**src/rtl/cpu_pkg.sv**
```systemverilog
// Shared definitions for the instruction-fetch front end.
//   fetch_state_t : fetch FSM encoding (BOOT, FETCH, FLUSH)
//   PC_STEP       : byte distance between consecutive instruction words
//   NOP           : instruction word presented when nothing is buffered
//   align_pc      : forces an address onto a word boundary
package cpu_pkg;

    typedef enum logic [1:0] {
        ST_BOOT  = 2'd0,
        ST_FETCH = 2'd1,
        ST_FLUSH = 2'd2
    } fetch_state_t;

    localparam logic [31:0] PC_STEP = 32'd4;
    localparam logic [31:0] NOP     = 32'h0000_0013;

    function automatic logic [31:0] align_pc(input logic [31:0] pc);
        return {pc[31:2], 2'b00};
    endfunction

endpackage

```
**src/rtl/fetch_fifo.sv**
```systemverilog
// Fetch buffer: small circular FIFO of instruction words.
//   clk, rst      : clock, synchronous active-low reset
//   clear         : empties the buffer (pointers and count), wins over push/pop
//   push/push_data: write one word at the tail
//   pop           : drop the head word (caller guarantees non-empty)
//   head          : word at the head, valid while !empty
//   count/full/empty : occupancy
module fetch_fifo #(
    parameter int DEPTH  = 2,
    parameter int DATA_W = 32
) (
    input  logic                         clk,
    input  logic                         rst,
    input  logic                         clear,
    input  logic                         push,
    input  logic [DATA_W-1:0]            push_data,
    input  logic                         pop,
    output logic [DATA_W-1:0]            head,
    output logic [$clog2(DEPTH+1)-1:0]   count,
    output logic                         full,
    output logic                         empty
);

    localparam int CW = $clog2(DEPTH + 1);
    localparam int PW = (DEPTH > 1) ? $clog2(DEPTH) : 1;

    logic [DATA_W-1:0] mem [DEPTH];
    logic [PW-1:0]     rd_ptr;
    logic [PW-1:0]     wr_ptr;
    logic [CW-1:0]     cnt;

    // Pointer increment with wrap, so non-power-of-two depths work.
    function automatic logic [PW-1:0] next_ptr(input logic [PW-1:0] p);
        return (p == PW'(DEPTH - 1)) ? '0 : p + PW'(1);
    endfunction

    always_ff @(posedge clk) begin
        if (!rst || clear) begin
            rd_ptr <= '0;
            wr_ptr <= '0;
            cnt    <= '0;
        end else begin
            if (push) wr_ptr <= next_ptr(wr_ptr);
            if (pop)  rd_ptr <= next_ptr(rd_ptr);
            case ({push, pop})
                2'b10:   cnt <= cnt + CW'(1);
                2'b01:   cnt <= cnt - CW'(1);
                default: cnt <= cnt;
            endcase
        end
    end

    // Storage carries no reset; occupancy alone says what is valid.
    always_ff @(posedge clk) begin
        if (push) mem[wr_ptr] <= push_data;
    end

    assign head  = mem[rd_ptr];
    assign count = cnt;
    assign full  = (cnt == CW'(DEPTH));
    assign empty = (cnt == '0);

endmodule

```
**src/rtl/fetch_unit.sv**
```systemverilog
// Instruction fetch unit: issues in-order word reads to instruction memory,
// buffers the returned words and presents them to decode with their PC.
// Redirects flush the buffer; responses to requests issued before the
// redirect are drained and dropped in FLUSH.
//   clk, rst        : clock, synchronous active-low reset
//   imem_req_*      : read request (valid/ready handshake, word address)
//   imem_resp_*     : in-order read data, no backpressure
//   redirect_*      : branch/jump target from execute
//   out_*           : instruction + PC to decode (valid/ready handshake)
//   pc_out          : current fetch PC
module fetch_unit
    import cpu_pkg::*;
#(
    parameter logic [31:0] RESET_PC  = 32'h0000_0000,
    parameter int          BUF_DEPTH = 2
) (
    input  logic        clk,
    input  logic        rst,
    output logic        imem_req_valid,
    output logic [31:0] imem_req_addr,
    input  logic        imem_req_ready,
    input  logic        imem_resp_valid,
    input  logic [31:0] imem_resp_data,
    input  logic        redirect_valid,
    input  logic [31:0] redirect_pc,
    output logic        out_valid,
    output logic [31:0] out_pc,
    output logic [31:0] out_instr,
    input  logic        out_ready,
    output logic [31:0] pc_out
);

    localparam int CW = $clog2(BUF_DEPTH + 1);

    fetch_state_t  state;
    logic [31:0]   pc;
    logic [31:0]   deq_pc;
    logic [CW-1:0] outst;
    logic [CW-1:0] outst_next;
    logic [CW-1:0] fifo_count;
    logic [CW:0]   in_use;
    logic [31:0]   fifo_head;
    logic          fifo_full;
    logic          fifo_empty;
    logic          req_accept;
    logic          resp_fire;
    logic          redirect_take;
    logic          push;
    logic          pop;

    assign pop           = !fifo_empty && out_ready;
    assign redirect_take = redirect_valid && (state != ST_BOOT);
    // A response with nothing outstanding cannot belong to us.
    assign resp_fire     = imem_resp_valid && (outst != '0);
    assign push          = resp_fire && (state == ST_FETCH) && !redirect_take
                           && (!fifo_full || pop);

    // Slots in use = outstanding + buffered, less the entry leaving this
    // cycle. Crediting the pop lets a full pipeline sustain one
    // instruction per cycle while never letting the total exceed BUF_DEPTH
    // at the next edge, so every response has room in the buffer.
    assign in_use = {1'b0, outst} + {1'b0, fifo_count} - (CW+1)'(pop);

    assign imem_req_valid = (state == ST_FETCH) && (in_use < (CW+1)'(BUF_DEPTH));
    assign imem_req_addr  = pc;
    assign req_accept     = imem_req_valid && imem_req_ready;

    // Includes a request accepted during a redirect cycle: it is stale but
    // its response still has to be drained.
    assign outst_next = outst + CW'(req_accept) - CW'(resp_fire);

    always_ff @(posedge clk) begin
        if (!rst) begin
            state  <= ST_BOOT;
            pc     <= RESET_PC;
            deq_pc <= RESET_PC;
            outst  <= '0;
        end else begin
            outst <= outst_next;
            case (state)
                ST_BOOT:  state <= ST_FETCH;
                ST_FETCH: if (redirect_take)
                              state <= (outst_next != '0) ? ST_FLUSH : ST_FETCH;
                // A redirect here only retargets; leave once drained.
                ST_FLUSH: state <= (outst_next == '0) ? ST_FETCH : ST_FLUSH;
                default:  state <= ST_BOOT;
            endcase
            if (redirect_take) begin
                pc     <= align_pc(redirect_pc);
                deq_pc <= align_pc(redirect_pc);
            end else begin
                if (req_accept) pc     <= pc + PC_STEP;
                if (pop)        deq_pc <= deq_pc + PC_STEP;
            end
        end
    end

    fetch_fifo #(
        .DEPTH  (BUF_DEPTH),
        .DATA_W (32)
    ) u_fifo (
        .clk       (clk),
        .rst       (rst),
        .clear     (redirect_take),
        .push      (push),
        .push_data (imem_resp_data),
        .pop       (pop),
        .head      (fifo_head),
        .count     (fifo_count),
        .full      (fifo_full),
        .empty     (fifo_empty)
    );

    assign out_valid = !fifo_empty;
    assign out_pc    = deq_pc;
    assign out_instr = fifo_empty ? NOP : fifo_head;
    assign pc_out    = pc;

endmodule

```
**config.mk**
```make
export PLATFORM = sky130hd
export DESIGN_NAME = fetch_unit
export DESIGN_NICKNAME = d
export VERILOG_FILES = /design/src/rtl/cpu_pkg.sv /design/src/rtl/fetch_fifo.sv /design/src/rtl/fetch_unit.sv
export SDC_FILE = /design/constraint.sdc
export NUM_CORES = 1
export LEC_CHECK = 0
export CAP_MARGIN = 25
export CORE_MARGIN = 2
export CORE_UTILIZATION = 52
export DETAILED_ROUTE_END_ITERATION = 10
export HOLD_SLACK_MARGIN = 0.02
export PLACE_DENSITY = 0.87
export SYNTH_ARGS = -nofsm -noshare
export SYNTH_HDL_FRONTEND = slang
export SYNTH_HIERARCHICAL = 1
export SYNTH_SLANG_ARGS = --single-unit
```
**constraint.sdc**
```tcl
create_clock -name clk -period 10.75 [get_ports clk]
set_input_delay 3.225 -clock clk [delete_from_list [all_inputs] [get_ports clk]]
set_output_delay 3.225 -clock clk [all_outputs]
set_load 0.005 [all_outputs]
```
==> results.md, run 1 <==
- Setup WS post-layout: 1.31 ns
- Residual DRC: 0
- CTS tree: built
- WL/cell: 19.0 um
- Vias: 6074
- Min-delay worst type: register to register
- Largest net degree at the start of global routing: 91
- Dpl ws: 1.34 ns
- Area after DPL: 0.00860 mm^2
- Layout Nets: 900
- Leakage power: 2.98 nW
- CTS HTree Levels: 4
- R2r worst-path depth: 16
- Crit end category: primary output
- Core area: 0.0127 mm^2
- Total stage count of the critical path: 9
- # rows: 41
- Worst Tran Pin Value: 0.925 ns
- Syn_area_per_cell: 10.2 um^2
- Worst R2R End: state[0]$_SDFFE_PN0P_
- Die Span X: 119 um
- Post-synth design cell area: 0.00686 mm^2
- Core Util, Final: 0.724
- Antenna Nets Post-Route: 0
- Power Density: 179 mW/mm^2
- Ant diodes: 0
- Worst-path clk slew: 0.06 ns
- Sink Count: 133
- Synth Flop Type: dfxtp_1
- Buf/Inv on CP: 3
- Netlist cell types: 61
- Inserted Clock Buffers: 17
- Critical Path Start Type: input port
- Syn Inst Count: 673
- Worst path top cell family by delay: buffers and inverters
- Port buffer count: 191
- Initial DRT Pass Iterations: 5
- Hold-fix buffers, CTS: 0
- Period utilization: 0.878
- Vias in the first global route: 6018
- Final Total Pwr: 1.65 mW
- Initial Utilization: 0.539
- Detailed Route Iter0 Violations: 545
- Relative slew slack: 0.378
- Fin cells: 1007
- Detail Placement HPWL: 13300 um
- Peak VDD IR: 96.5 uV
- # resized after CTS: 0
- Die Ht: 119 um
- Ys async rst share: 0
- Count of final setup violators: 0
- CP dominant cell by count: clkdlybuf4s50_1
- Ordered cell list for the critical path: clkdlybuf4s50_1 > nor2b_1 > buf_4 > ha_1 > nand2b_1 > fa_1 > xnor2_1 > nor4bb_1 > clkdlybuf4s50_1
- #FFs+latches synth: 133
- Die area: 0.0141 mm^2
- CP arrival: 6.21 ns
- Worst R2R Setup Slack: 6.95 ns
- CP max stage cell: xnor2_1
- Max FO, Critical Path: 12
- Final GP Congestion: 0.917
- Total wire length: 19100 um
- I/O Pins: 200
- Final Max Tran Viols: 0
- Number of synthesized flops with an enable pin: 64
- Antenna violations before repair: 0
- Max-cap viol count: 0
- Ys Warns: 6
- RSZ-0062 raised after global routing: no
- Worst Setup EP: imem_req_valid
- Gr usage total: 0.271
- Via/cell ratio: 6.03
- Crit path required time: 7.53 ns
- Fillers: 918
- Worst R2R Start: u_fifo/count[0]$_SDFFE_PP0P_
- Fmax: 0.106 GHz
- Final min period: 9.44 ns
- Final Hold Fails: 0
- Post-route cell area: 0.00921 mm^2
- Total grt overflow: 0
- Total setup buffers inserted after CTS: 0
- Crit-path max cell delay: 0.67 ns
- Crit Path Category: input port to primary output
- Layout area overhead: 34.3%
- Worst skew pair latency: 0.41 ns
- Share of layout cells above drive strength 1: 0.104
- Sequential cell area fraction in the yosys report: 0.482
- Longest Clk Path Bufs: 2
- Setup_tns: 0 ns
- Clock Skews: 0.0132 ns
- Critical Path Source: out_ready
- First-pass GRT wire length: 30600 um
- Hold slack final: 0.543 ns
- Status: finished, final reports clean
- Placed Cells: 974
- Clk root buf: clkbuf_16
-- where the power goes --
group          switching (mW)  total (mW)  internal (mW)  leakage (nW)
sequential             0.0871       0.673          0.586          1.14
combinational           0.185       0.412          0.227          1.56
clock                   0.220       0.562          0.343         0.271
-- Yosys cell counts (2+ instances only) --
master,number,share of area
a31oi_1,14,0.013
o31a_1,2,0.0026
nand2b_1,3,0.0027
a211o_1,2,0.0026
inv_1,10,0.0055
o311a_1,3,0.0044
and4_1,6,0.0077
or3_1,13,0.012
a311oi_1,3,0.0038
nor3_1,26,0.019
nor3b_1,2,0.0022
buf_6,4,0.0066
o21a_1,3,0.0033
o211ai_1,2,0.0022
mux2_2,30,0.049
ha_1,7,0.013
buf_4,40,0.044
o21ai_0,39,0.028
nor2_1,29,0.016
and2_1,5,0.0046
a211oi_1,18,0.020
dfxtp_1,69,0.20
mux2_1,2,0.0033
a21oi_1,31,0.023
xnor2_1,17,0.022
or4_1,18,0.020
nor2b_1,31,0.028
mux2i_1,3,0.0044
and3_1,10,0.0091
xor2_1,6,0.0077
nand2_1,33,0.018
nand4b_4,2,0.0069
clkbuf_1,28,0.015
nand3_1,21,0.015
edfxtp_1,64,0.28
o31ai_1,10,0.011
nand4_1,18,0.016
nor4_1,19,0.017
or2_2,8,0.0073
-- state kept, by name, indices dropped and copies added, names as in the netlist, named ones only --
signal / flops
out_pc: 30
outst: 2
u_fifo/count: 2
u_fifo/rd_ptr: 1
u_fifo/wr_ptr: 1
state: 2
u_fifo/mem: 64
imem_req_addr: 30
-- cells in the final DEF, fill, tap and decap left out, types with 5 or more instances in the layout --
cell             instances
a211oi_1                18
a21oi_1                 31
a31oi_1                 14
and2_1                   5
and3_1                  10
and4_1                   6
buf_4                    7
clkbuf_16               17
clkdlybuf4s50_1        191
conb_1                   6
dfxtp_1                 69
edfxtp_1                64
ha_1                     7
inv_1                   10
mux2_2                  30
nand2_1                 33
nand3_1                 21
nand4_1                 18
nor2_1                  27
nor2b_1                 31
nor3_1                  26
nor4_1                  19
o21ai_0                 39
o31ai_1                 10
or2_2                    8
or3_1                   13
or4_1                   18
xnor2_1                 17
xor2_1                   6
-- worst reg2reg max path, stage by stage (launching register included) --
cell and delay [ns]:
dfxtp_1 0.43, nor2_2 0.07, nor2b_1 0.10, buf_4 0.17, ha_1 0.24, nand2b_1 0.15, fa_1 0.38, xnor2_1 0.67
nor2_1 0.24, inv_1 0.12, ha_1 0.22, inv_1 0.07, ha_1 0.17, xnor3_1 0.24, nand2b_1 0.12, o21ai_0 0.09
and3_1 0.20
-- cell families after synthesis --
kind of cell               synth area share
and+or+nand+nor                       0.218
AOI/OAI and AO/OA                     0.120
DFF                                   0.482
buffers and inverters                0.0734
muxes                                0.0569
xor gates and xnor gates             0.0327
adders and majority gates            0.0157
other                              0.000547
-- how the worst min path moves through the flow --
stage / startpoint / to / cells after the start
floorplan: u_fifo/count[1]$_SDFFE_PP0P_ / u_fifo/count[1]$_SDFFE_PP0P_ / 2
global placement: u_fifo/rd_ptr$_SDFFE_PP0P_ / u_fifo/rd_ptr$_SDFFE_PP0P_ / 2
detailed placement: u_fifo/rd_ptr$_SDFFE_PP0P_ / register / 2
CTS: u_fifo/rd_ptr$_SDFFE_PP0P_ / register / 2
global route: u_fifo/rd_ptr$_SDFFE_PP0P_ / register / 2
finish: u_fifo/rd_ptr$_SDFFE_PP0P_ / register / 2
-- layer usage --
layer  track usage  wire (um)
met4        0.0975        444
met2         0.455       9320
met1         0.340       7700
met3        0.0690       1640
met5             0          0
-- cell type report --
type | instances | area (um^2) | area share
Multi-Input combinational cell | 461 | 3080 | 0.335
Timing Repair Buffer | 199 | 1990 | 0.216
Inverter | 10 | 37.5 | 0.00408
Clock buffer | 18 | 429 | 0.0466
Tap cell | 172 | 215 | 0.0234
Sequential cell | 133 | 3300 | 0.359
Clock inverter | 14 | 149 | 0.0162
(Power assumes the default switching activity.)
==> inputs of run 2 (changes only) <==
--- a/config.mk
+++ b/config.mk
@@ -11,6 +11,7 @@
 export DETAILED_ROUTE_END_ITERATION = 10
 export HOLD_SLACK_MARGIN = 0.02
 export PLACE_DENSITY = 0.87
+export SLEW_MARGIN = 0
 export SYNTH_ARGS = -nofsm -noshare
 export SYNTH_HDL_FRONTEND = slang
 export SYNTH_HIERARCHICAL = 1
==> results of run 2 <==
The final DEF is identical to that of run 1; final timing and power are the same.
==> inputs of run 3 (changes only) <==
--- a/config.mk
+++ b/config.mk
@@ -7,11 +7,12 @@
 export LEC_CHECK = 0
 export CAP_MARGIN = 25
 export CORE_MARGIN = 2
-export CORE_UTILIZATION = 52
+export CORE_UTILIZATION = 53
+export CTS_BUF_LIST = sky130_fd_sc_hd__clkbuf_2
 export DETAILED_ROUTE_END_ITERATION = 10
 export HOLD_SLACK_MARGIN = 0.02
-export PLACE_DENSITY = 0.87
-export SLEW_MARGIN = 0
+export PLACE_DENSITY = 0.88
+export SLEW_MARGIN = 40
 export SYNTH_ARGS = -nofsm -noshare
 export SYNTH_HDL_FRONTEND = slang
 export SYNTH_HIERARCHICAL = 1
==> run 3 against run 2 <==
Power down 15%. Cell count about the same. Clock skew up 0.017 ns. Via count down 0.12%. Largest cell class unchanged.
==> results.md, run 3 (same netlist as run 1, synthesis figures left out) <==
- Register share of total power: 0.476
- Sw Share: 0.329
- CP arrival: 5.97 ns
- Gr usage total: 0.264
- Via/cell ratio: 6.03
- Setup_tns: 0 ns
- Worst Tran Pin Value: 0.852 ns
- Antenna violations before repair: 0
- Layout area overhead: 29.6%
- I/O Pins: 200
- Clock Skews: 0.0304 ns
- Crit path required time: 7.53 ns
- Fillers: 945
- Detailed Route Iter0 Violations: 653
- Total wire length: 18600 um
- Total setup buffers inserted after CTS: 0
- Share of layout cells above drive strength 1: 0.110
- Total grt overflow: 0
- Longest Clk Path Bufs: 2
- Hold-fix buffers, CTS: 0
- Port buffer count: 191
- Final min period: 9.19 ns
- Crit end category: primary output
- Die area: 0.0139 mm^2
- WL/cell: 18.5 um
- Leakage power: 2.85 nW
- Area after DPL: 0.00860 mm^2
- Inserted Clock Buffers: 17
- Worst skew pair latency: 0.70 ns
- Pint: 945 uW
- Initial DRT Pass Iterations: 5
- Power Density: 159 mW/mm^2
- Commonest non-fill, non-tap cell in the layout: clkdlybuf4s50_1
- Worst path top cell family by delay: buffers and inverters
- CP dominant cell by count: clkdlybuf4s50_1
- Crit Path Category: input port to primary output
- Vias in the first global route: 5810
- Fin cells: 1006
- Sink Count: 133
- Peak VDD IR: 87.8 uV
- Worst-path clk slew: 0.18 ns
- Min-delay worst type: register to register
- Max FO, Critical Path: 12
- RSZ-0062 raised after global routing: no
- CP max stage cell: clkdlybuf4s50_1
- Initial Utilization: 0.543
- Max reg flops: 64
- First-pass GRT wire length: 29400 um
- Placed Cells: 974
- Count of final setup violators: 0
- Final GP Congestion: 0.931
- Final Max Tran Viols: 0
- NetSw: 464 uW
- Period utilization: 0.855
- Die Span X: 118 um
- Hold slack final: 0.565 ns
- Die Ht: 118 um
- Clk root buf: clkbuf_2
- Leading cell types in the layout, fill and taps excluded: clkdlybuf4s50_1 (190), dfxtp_1 (69), edfxtp_1 (64)
- # resized after CTS: 0
- Relative slew slack: 0.432
- Core area: 0.0126 mm^2
- Max-cap viol count: 0
- Fmax: 0.109 GHz
- CTS tree: built
- Detail Placement HPWL: 13300 um
- Final Hold Fails: 0
- Clock share of power: 0.232
- Combinational power share: 0.292
- Status: finished, final reports clean
- Layout Nets: 899
- CTS HTree Levels: 4
- Antenna Nets Post-Route: 0
- Post-route cell area: 0.00888 mm^2
- Critical Path Start Type: input port
- # rows: 41
- Largest net degree at the start of global routing: 90
- Ordered cell list for the critical path: clkdlybuf4s50_1 > nor2b_1 > ha_1 > nand2b_1 > fa_1 > xnor2_2 > nor4bb_1 > clkdlybuf4s50_1
- Crit-path max cell delay: 0.56 ns
- Residual DRC: 0
- Largest Register: u_fifo/mem
- Vias: 6067
- Ant diodes: 0
- Buf/Inv on CP: 2
-- run 3: power groups by stage --
stage	Clock, mW	Sequential (mW)	Combinational, mW
floorplan	0	0.655	0.237
finish	0.327	0.671	0.411
detailed placement	0	0.678	0.405
global placement	0	0.674	0.392
CTS	0.334	0.668	0.408
global route	0.355	0.681	0.444
-- run 3: metrics by stage --
step | setup WS, ns | util | power (mW)
6_report | 1.56 | 0.704 | 1.41
2_1_floorplan | 2.49 | - | 0.891
3_3_place_gp | 1.47 | 0.682 | 1.07
5_1_grt | 1.42 | 0.704 | 1.48
4_1_cts | 1.39 | 0.702 | 1.41
3_5_place_dp | 1.40 | 0.681 | 1.08
-- run 3: path summary, 6_finish.rpt --
path	end	cells after the start	slack [ns]	startpoint
setup / recovery	imem_req_valid	8	1.56	out_ready
hold / removal	register	2	0.56	u_fifo/rd_ptr$_SDFFE_PP0P_
setup reg to reg	state[0]$_SDFFE_PN0P_	15	7.28	u_fifo/count[1]$_SDFFE_PP0P_
hold reg to reg	register	2	0.56	u_fifo/rd_ptr$_SDFFE_PP0P_
-- run 3: area by class of cell --
| cell class | count | area [um^2] | share of cell area |
|---|---|---|---|
| Clock inverter | 14 | 175 | 0.0197 |
| Multi-Input combinational cell | 461 | 3100 | 0.349 |
| Sequential cell | 133 | 3300 | 0.372 |
| Inverter | 10 | 37.5 | 0.00423 |
| Clock buffer | 18 | 90.1 | 0.0101 |
| Tap cell | 172 | 215 | 0.0242 |
| Timing Repair Buffer | 198 | 1960 | 0.221 |
-- run 3: routing by layer --
layer,global-route usage,up-vias,routed length (um)
li1,-,2797,-
met5,0,-,0
met1,0.329,2828,7230
met3,0.0635,46,1710
met4,0.117,0,571
met2,0.437,396,9130
-- run 3: tightest hold or removal path, stage by stage (launching register included) --
cell,delay (ns)
dfxtp_1,0.37
xnor2_1,0.10
nor2_1,0.08
